==> src/rtl/cbsc_sng_array_pkg.sv <==
// rtl/cbsc_sng_array_pkg.sv - shared mode encodings and FSM state type for the SNG array
package cbsc_pkg;

  // Pattern selection, latched with the operands at accept time
  localparam logic MODE_CB    = 1'b0;
  localparam logic MODE_UNARY = 1'b1;

  // Run control: IDLE waits for start, RUN emits one stream bit per enabled edge
  typedef enum logic {
    IDLE = 1'b0,
    RUN  = 1'b1
  } state_t;

endpackage

==> src/rtl/cbsc_sng_array_if.sv <==
// rtl/cbsc_sng_array_if.sv - handshake and stream bundle between the SNG array and its user
interface cbsc_sng_array_if #(
  parameter int WIDTH = 7,
  parameter int CH    = 4
);

  logic                  start;
  logic                  mode;
  logic [CH*WIDTH-1:0]   x;
  logic                  en;
  logic [CH-1:0]         x_sn;
  logic                  sn_valid;
  logic                  sn_last;
  logic                  busy;

  // The user side drives requests/operands and consumes the streams
  modport master (
    output start, mode, x, en,
    input  x_sn, sn_valid, sn_last, busy
  );

  // The generator side
  modport slave (
    input  start, mode, x, en,
    output x_sn, sn_valid, sn_last, busy
  );

endinterface

==> src/rtl/cbsc_sng_array_lane.sv <==
// rtl/cbsc_sng_array_lane.sv - one channel: pattern function of (x_q, cnt) and its registered stream bit
module sng_lane
  import cbsc_pkg::*;
#(
  parameter int WIDTH = 7
) (
  input  logic             clk,
  input  logic             rst,
  input  logic [WIDTH-1:0] x_q,
  input  logic [WIDTH-1:0] cnt,
  input  logic             mode_q,
  input  logic             advance,
  input  logic             clear,
  output logic             x_sn
);

  logic cb_bit;
  logic unary_bit;
  logic found;
  logic next_bit;

  // Trailing-ones priority mux: k trailing ones of cnt select x_q[WIDTH-1-k],
  // so bit j of x lands on exactly 2^j positions; all-ones cnt yields 0.
  always_comb begin
    cb_bit = 1'b0;
    found  = 1'b0;
    for (int j = 0; j < WIDTH; j++) begin
      if (!found && !cnt[j]) begin
        found  = 1'b1;
        cb_bit = x_q[WIDTH-1-j];
      end
    end
  end

  // Thermometer compare: the first x_q positions of the stream are ones
  always_comb begin
    unary_bit = (x_q > cnt);
    next_bit  = (mode_q == MODE_UNARY) ? unary_bit : cb_bit;
  end

  // Stream bit register: cleared in IDLE, held across stalls
  always_ff @(posedge clk or negedge rst) begin
    if (!rst) begin
      x_sn <= 1'b0;
    end else if (clear) begin
      x_sn <= 1'b0;
    end else if (advance) begin
      x_sn <= next_bit;
    end
  end

endmodule

==> src/rtl/cbsc_sng_array.sv <==
// rtl/cbsc_sng_array.sv - multi-channel counter-based stochastic number generator with shared counter
module cbsc_sng_array
  import cbsc_pkg::*;
#(
  parameter int WIDTH = 7,
  parameter int CH    = 4
) (
  input  logic             clk,
  input  logic             rst,
  cbsc_sng_array_if.slave  bus
);

  state_t                state;
  state_t                state_nxt;
  logic [WIDTH-1:0]      cnt;
  logic [CH*WIDTH-1:0]   x_q;
  logic                  mode_q;
  logic                  sn_valid_q;
  logic                  sn_last_q;
  logic [CH-1:0]         x_sn;

  logic                  cnt_max;
  logic                  advance;
  logic                  last_edge;
  logic                  accept;
  logic                  in_idle;

  // Handshake decode: a new stream may start from IDLE or exactly on the
  // edge that emits the last bit of the current one, giving gapless chaining.
  always_comb begin
    in_idle   = (state == IDLE);
    cnt_max   = &cnt;
    advance   = (state == RUN) && bus.en;
    last_edge = advance && cnt_max;
    accept    = bus.start && (in_idle || last_edge);
  end

  // FSM state register
  always_ff @(posedge clk or negedge rst) begin
    if (!rst) begin
      state <= IDLE;
    end else begin
      state <= state_nxt;
    end
  end

  // FSM next state: a chained accept keeps RUN, otherwise the last bit ends the run
  always_comb begin
    state_nxt = state;
    case (state)
      IDLE: if (accept) state_nxt = RUN;
      RUN:  if (last_edge && !accept) state_nxt = IDLE;
      default: state_nxt = IDLE;
    endcase
  end

  // Operand/mode latches and the shared position counter
  always_ff @(posedge clk or negedge rst) begin
    if (!rst) begin
      x_q    <= '0;
      mode_q <= MODE_CB;
      cnt    <= '0;
    end else if (accept) begin
      x_q    <= bus.x;
      mode_q <= bus.mode;
      cnt    <= '0;
    end else if (advance) begin
      cnt    <= cnt + 1'b1;
    end
  end

  // Stream qualifiers: one valid per enabled RUN edge, last on the final position
  always_ff @(posedge clk or negedge rst) begin
    if (!rst) begin
      sn_valid_q <= 1'b0;
      sn_last_q  <= 1'b0;
    end else begin
      sn_valid_q <= advance;
      sn_last_q  <= last_edge;
    end
  end

  for (genvar i = 0; i < CH; i++) begin : g_lane
    sng_lane #(
      .WIDTH (WIDTH)
    ) u_lane (
      .clk     (clk),
      .rst     (rst),
      .x_q     (x_q[i*WIDTH +: WIDTH]),
      .cnt     (cnt),
      .mode_q  (mode_q),
      .advance (advance),
      .clear   (in_idle),
      .x_sn    (x_sn[i])
    );
  end

  assign bus.x_sn     = x_sn;
  assign bus.sn_valid = sn_valid_q;
  assign bus.sn_last  = sn_last_q;
  assign bus.busy     = (state == RUN);

endmodule

==> src/flat_wrapper.sv <==
// flat-port wrapper written by rule: the top's interface ports become plain ports
module cbsc_sng_array_flat import cbsc_pkg::*;
#(
  parameter int WIDTH = 7,
  parameter int CH    = 4
)
  (clk, rst, bus_start, bus_mode, bus_x, bus_en, bus_x_sn, bus_sn_valid, bus_sn_last, bus_busy);
  cbsc_sng_array_if #(.WIDTH(WIDTH), .CH(CH)) bus_i ();
  input  logic clk;
  input  logic rst;
  input wire logic [$bits(bus_i.start)-1:0] bus_start;
  input wire logic [$bits(bus_i.mode)-1:0] bus_mode;
  input wire logic [$bits(bus_i.x)-1:0] bus_x;
  input wire logic [$bits(bus_i.en)-1:0] bus_en;
  output wire logic [$bits(bus_i.x_sn)-1:0] bus_x_sn;
  output wire logic [$bits(bus_i.sn_valid)-1:0] bus_sn_valid;
  output wire logic [$bits(bus_i.sn_last)-1:0] bus_sn_last;
  output wire logic [$bits(bus_i.busy)-1:0] bus_busy;
  assign bus_i.start = bus_start;
  assign bus_i.mode = bus_mode;
  assign bus_i.x = bus_x;
  assign bus_i.en = bus_en;
  assign bus_x_sn = bus_i.x_sn;
  assign bus_sn_valid = bus_i.sn_valid;
  assign bus_sn_last = bus_i.sn_last;
  assign bus_busy = bus_i.busy;
  cbsc_sng_array #(.WIDTH(WIDTH), .CH(CH)) u_core (.clk(clk), .rst(rst), .bus(bus_i));
endmodule
==> config.mk <==
export PLATFORM = sky130hd
export DESIGN_NAME = cbsc_sng_array_flat
export DESIGN_NICKNAME = d
export VERILOG_FILES = /design/src/rtl/cbsc_sng_array_pkg.sv /design/src/rtl/cbsc_sng_array_if.sv /design/src/rtl/cbsc_sng_array_lane.sv /design/src/rtl/cbsc_sng_array.sv /design/src/flat_wrapper.sv
export SDC_FILE = /design/constraint.sdc
export NUM_CORES = 1
export LEC_CHECK = 0
export ABC_AREA = 1
export CORE_MARGIN = 5
export CORE_UTILIZATION = 59
export CTS_CLUSTER_SIZE = 24
export DETAILED_ROUTE_END_ITERATION = 16
export PLACE_DENSITY = 0.95
export REMOVE_ABC_BUFFERS = 1
export SETUP_SLACK_MARGIN = 0.4
export SLEW_MARGIN = 20
export SYNTH_ARGS = -nofsm -noshare
export SYNTH_HDL_FRONTEND = slang
export SYNTH_SLANG_ARGS = --single-unit
==> constraint.sdc <==
create_clock -name clk -period 2.33 [get_ports clk]
set_input_delay 0.466 -clock clk [delete_from_list [all_inputs] [get_ports clk]]
set_output_delay 0.466 -clock clk [all_outputs]
set_load 0.005 [all_outputs]
Yosys cells after proc, flatten, opt, wreduce, memory -nomap -nowiden
Index checks and enable logic that the tools add are counted. Widths: inputs -> output; s select.

$add $sub $neg: 1. $lt $le $gt $ge: 4. Eq/ne operators: 1. Muxes and demuxes: 51. Bitwise logic cells: 1. Reductions and logical operators: 25.

Operator list (number): $mux 1 (48); $gt 7x7->1 (4); $mux 7 (2); $logic_not 1->1 (12); $logic_and 1x1->1 (10); $add 7x1->7 const B (1); $reduce_and 7->1 (1); $ne 2x2->1 const B (1); $pmux 1 s2 (1); $reduce_bool 2->1 (1); $logic_or 1x1->1 (1); $not 1->1 (1).

Register bits after elaboration: 43. Input bits: 33. Output and inout port bits: 7. Logic and storage cells: 93.

Logic depth before layout (Yosys ltp)
Word-level depth: 21. Mapped depth: 13. Gate-level depth less buffers: 13.

Modules after synthesis
A second synthesis with hierarchy kept.

Cell total of the unflattened synthesis: 406. Area, all modules: 2914.0 um^2.

By module, submodules not included: cbsc_sng_array (instances 1, cells an instance 190, area each 1597.8 um^2, sequential area each 975.9 um^2); sng_lane (instances 4, cells an instance 54, area each 329.1 um^2, sequential area each 25.0 um^2).

Worst setup path after synthesis
OpenSTA, ideal clock, no wires.

Path type: register to register. Start: register u_core.cnt[0]. End: register u_core.g_lane[1].u_lane.x_sn. Library setup time: 0.116 ns. Arrival time: 1.469 ns. Data required time: 2.214 ns. Path slack: 0.745 ns. Cell stages (with the launch flop): 12. Buffers on the path: 0. Period minus slack after synthesis: 1.585 ns. Cells stage by stage: dfrtp_1 > ha_1 > nand2_2 > or2_2 > nand3_1 > nand2_1 > nand2_1 > nand3_1 > nand2_1 > nand2_1 > nand2_1 > nand2_1.

Word-level cells in the longest chain between the ends: 20. Elaborated cells between the ends (all ways): 28. Those cells by class: 1 x order compare; 16 x mux; 11 x reduce/logical.

Ends and longest elaborated chain: start: declaration (line cbsc_sng_array.sv:15) `logic [WIDTH-1:0] cnt;`; start signal: assignment (line cbsc_sng_array.sv:68) `cnt <= cnt + 1'b1;`; $mux 1 / $logic_and 1x1->1 (equally long branches) (line cbsc_sng_array_lane.sv:28) `if (!found && !cnt[j]) begin`; $mux 1 (line cbsc_sng_array_lane.sv:28); $logic_not 1->1 (line cbsc_sng_array_lane.sv:28); $logic_and 1x1->1 (line cbsc_sng_array_lane.sv:28); $mux 1 (line cbsc_sng_array_lane.sv:28); $logic_not 1->1 (line cbsc_sng_array_lane.sv:28); $logic_and 1x1->1 (line cbsc_sng_array_lane.sv:28); $mux 1 (line cbsc_sng_array_lane.sv:28); (+4 left out); $logic_and 1x1->1 (line cbsc_sng_array_lane.sv:28); $mux 1 (line cbsc_sng_array_lane.sv:28); $logic_not 1->1 (line cbsc_sng_array_lane.sv:28); $logic_and 1x1->1 (line cbsc_sng_array_lane.sv:28); $mux 1 (line cbsc_sng_array_lane.sv:28); $mux 1 (*) (line cbsc_sng_array_lane.sv:38) `next_bit = (mode_q == MODE_UNARY) ? unary_bit : cb_bit;`; $mux 1 (*) (line cbsc_sng_array_lane.sv:47) `end else if (advance) begin`; $mux 1 (*) (line cbsc_sng_array_lane.sv:45) `end else if (clear) begin`; end signal: assignment (line cbsc_sng_array_lane.sv:48) `x_sn <= next_bit;`; end: declaration (line cbsc_sng_array_lane.sv:14) `output logic x_sn`.

Every way passes the cells marked *; elsewhere a longest branch is shown, timed or not. The select of a mux whose other input is x is not followed. A chain may end at the register's enable or synchronous reset.

Worst setup path in the final report
Start: input bus_start. End: register u_core.cnt[5].

Word-level cells in the longest chain between the ends: 2. Elaborated cells between the ends (all ways): 3. Those cells by class: 1 x mux; 2 x reduce/logical.

Ends and longest elaborated chain: start: declaration (line flat_wrapper.sv:11) `input wire logic [$bits(bus_i.start)-1:0] bus_start;`; $logic_and 1x1->1 (*) (line cbsc_sng_array.sv:35) `accept = bus.start && (in_idle || last_edge);`; $mux 7 / $reduce_bool 2->1 (equally long branches).

Every way passes the cells marked *; elsewhere a longest branch is shown, timed or not.

==> impl_metrics.tcl <==
set metrics [dict create \
    dp_hpwl_mm 5.10 \
    cpLargestDelayFamily "buffers and inverters" \
    status "completed" \
    power_density_nw_per_um2 889 \
    htreeDepth 2 \
    syn_area_um2 2720 \
    yosysWarnings 0 \
    ys_seq_area_frac 0.395 \
    postSynthCellCount 359 \
    vias 2575 \
    crit_buf_inv 3 \
    netlist.top_cell.by_area "dfrtp_1" \
    finalWirelength_mm 7.05 \
    io_pins 40 \
    cts_root_buf "clkbuf_8" \
    finalSetupViolCount 0 \
    fin_cells 462 \
    gp_congestion 0.906 \
    cts_tree "done" \
    grt_first_pass_wirelength_mm 11.5 \
    start_util 0.616 \
    synth_edf_count 0 \
    crit_path_frequent_cell "nor2_1" \
    dpl_worst_slack_ns 0.233 \
    final_nets 474 \
    synth_top_flop_cell "dfrtp_1" \
    final.setup.tns_ns 0 \
    final-hold-violation-count 0 \
    cp.arrival_ns 2.05 \
    antenna_found_initial 0 \
    numCtsBuffers 5 \
    crit_type "in2reg" \
    vias_per_cell 5.57 \
    core_area_um2 4410 \
    layout_setup_ws_ns 0.466 \
    path_clk_slew_ns 0.09 \
    portBuffers 39 \
    maxSlewViolCount 0 \
    p_leak_nw 1.77 \
    layout-drive-gt1-share 0.100 \
    min_period_ns 1.86 \
    worst_hold_slack_ns 0.174 \
    yosysTopAreaCellShare 0.395 \
    final_antenna_net_count 0 \
    antennaDiodeCount 0 \
    clock_path_buffers 2 \
    die_x_um 77.9 \
    power_mw 2.97 \
    cts_num_sinks 43 \
    drtIter0Drc 163 \
    worstHoldPathType "in2async" \
    worst_clock_skew_ns 0.0126 \
    cap_violations 0 \
    dieArea_um2 6070 \
    cpPeakStageDelay_ns 0.53 \
    rsz0062_at_grt "yes" \
    grt_max_degree 29 \
    rows 24 \
    track_usage 0.238 \
    finalCoreUtilization 0.756 \
    crit_fanout 6 \
    drt_pass1_iterations 4 \
    crit_path_end_kind "register" \
    relSlewSlack 0.579 \
    synth.distinct_cells 26 \
    final_area_um2 3340 \
    place_area_um2 3150 \
    grt_pass1_vias 2506 \
    area_delta_synth_final_pct 22.7 \
    detail_route.wl_per_cell_um 15.3 \
    min_period_over_period 0.800 \
    ys_ff_latch 43 \
    synth-async-reset-ratio 1.00 \
    placedCellCount 446 \
    timing.fmax_mhz 536 \
    ir_drop_uv 734 \
    syn_area_per_cell_um2 7.58 \
    grt.overflow.total 0 \
    cp_slowest_cell "clkdlybuf4s50_1" \
    synth.area.top_cells "dfrtp_1 40%, nand2_1 20%, ha_1 14%" \
    route.detailed.drc 0 \
    cp_cell_sequence "clkdlybuf4s50_1 > inv_1 > o21ai_2 > inv_1 > nor2_1 > nand3_1 > nor2_1 > xor2_1 > nor2_1" \
    crit_required_ns 2.52 \
    clk_latency_ns 0.30 \
    tightest_slew_ns 0.632 \
    worst_setup_path_start_kind "input port" \
    fp.dieH_um 77.9 \
]
[sequential cells by signal (all words and copies together) (netlist names)]
register                   count
u_core.bus.busy                1
u_core.bus.sn_valid            1
u_core.mode_q                  1
u_core.bus.sn_last             1
u_core.g_lane.u_lane.x_sn      4
u_core.x_q                    28
u_core.cnt                     7
[cells in the final DEF, fill, tap and decap left out, types with 12 or more instances in the layout]
cell type          n
nand2_1          147
o21ai_0           18
a21oi_1           17
buf_4             14
dfrtp_1           41
nand3_1           19
clkdlybuf4s50_1   38
ha_1              29
nor2_1            12
inv_1             31
[area by class of cell]
cell class | count | area, um^2
Multi-Input combinational cell | 271 | 1460
Fill cell | 330 | 1080
Clock inverter | 2 | 13.8
Inverter | 35 | 139
Clock buffer | 5 | 68.8
Tap cell | 52 | 65.1
Timing Repair Buffer | 54 | 510
Sequential cell | 43 | 1080
[synthesized netlist by cell type, types with 3 or more instances]
library cell and n:
nand4_1 7, nand3_1 19, buf_2 3, nand2_1 147, a21oi_1 17, nor2_1 14, buf_4 4, ha_1 31
inv_1 33, dfrtp_1 43, o21ai_0 19
[path summary, 6_finish.rpt]
kind                                                    from                           end  depth (start not counted)  slack, ns
worst min-delay path                                     rst                u_core.x_q[12]                          1       0.17
worst max-delay path                               bus_start                 u_core.cnt[5]                          9       0.47
worst min register to register  u_core.g_lane[0].u_lane.x_sn  u_core.g_lane[0].u_lane.x_sn                          2       0.50
max in group asynchronous                                rst                 u_core.x_q[0]                          2       1.57
worst max register to register                 u_core.cnt[0]  u_core.g_lane[2].u_lane.x_sn                         11       0.49
min in group clk                u_core.g_lane[0].u_lane.x_sn  u_core.g_lane[0].u_lane.x_sn                          2       0.50
[cells by family (layout without fill, tap and decap cells)]
| kind of cell | Yosys count | count (layout) | synth area share |
|---|---|---|---|
| simple gates | 196 | 196 | 0.298 |
| buf+inv | 45 | 96 | 0.0745 |
| flops | 43 | 43 | 0.395 |
| compound gates | 42 | 42 | 0.0828 |
| fa+ha+maj | 31 | 31 | 0.143 |
| xor+xnor | 2 | 2 | 0.00644 |
[report_power, final]
group / leakage (nW) / internal (mW) / switching [mW] / total, mW
combinational: 1.19 / 0.625 / 0.835 / 1.46
sequential: 0.527 / 0.890 / 0.147 / 1.04
clock: 0.0440 / 0.205 / 0.266 / 0.471
[timing repair]
action | in CTS | in global routing
resized for setup | 2 | 7
hold buffers | 0 | 0
setup endpoints to repair | 39 | 39
buffers inserted | 0 | 9
pin swaps | 0 | 0
[metal layers]
layer,share of wire,wire length [um],GRT usage
met1,0.42,2970,0.299
met2,0.49,3480,0.394
met3,0.051,361,0.0509
met4,0.033,234,0.105
met5,0,0,0
Power figures use the tool's default switching activity.
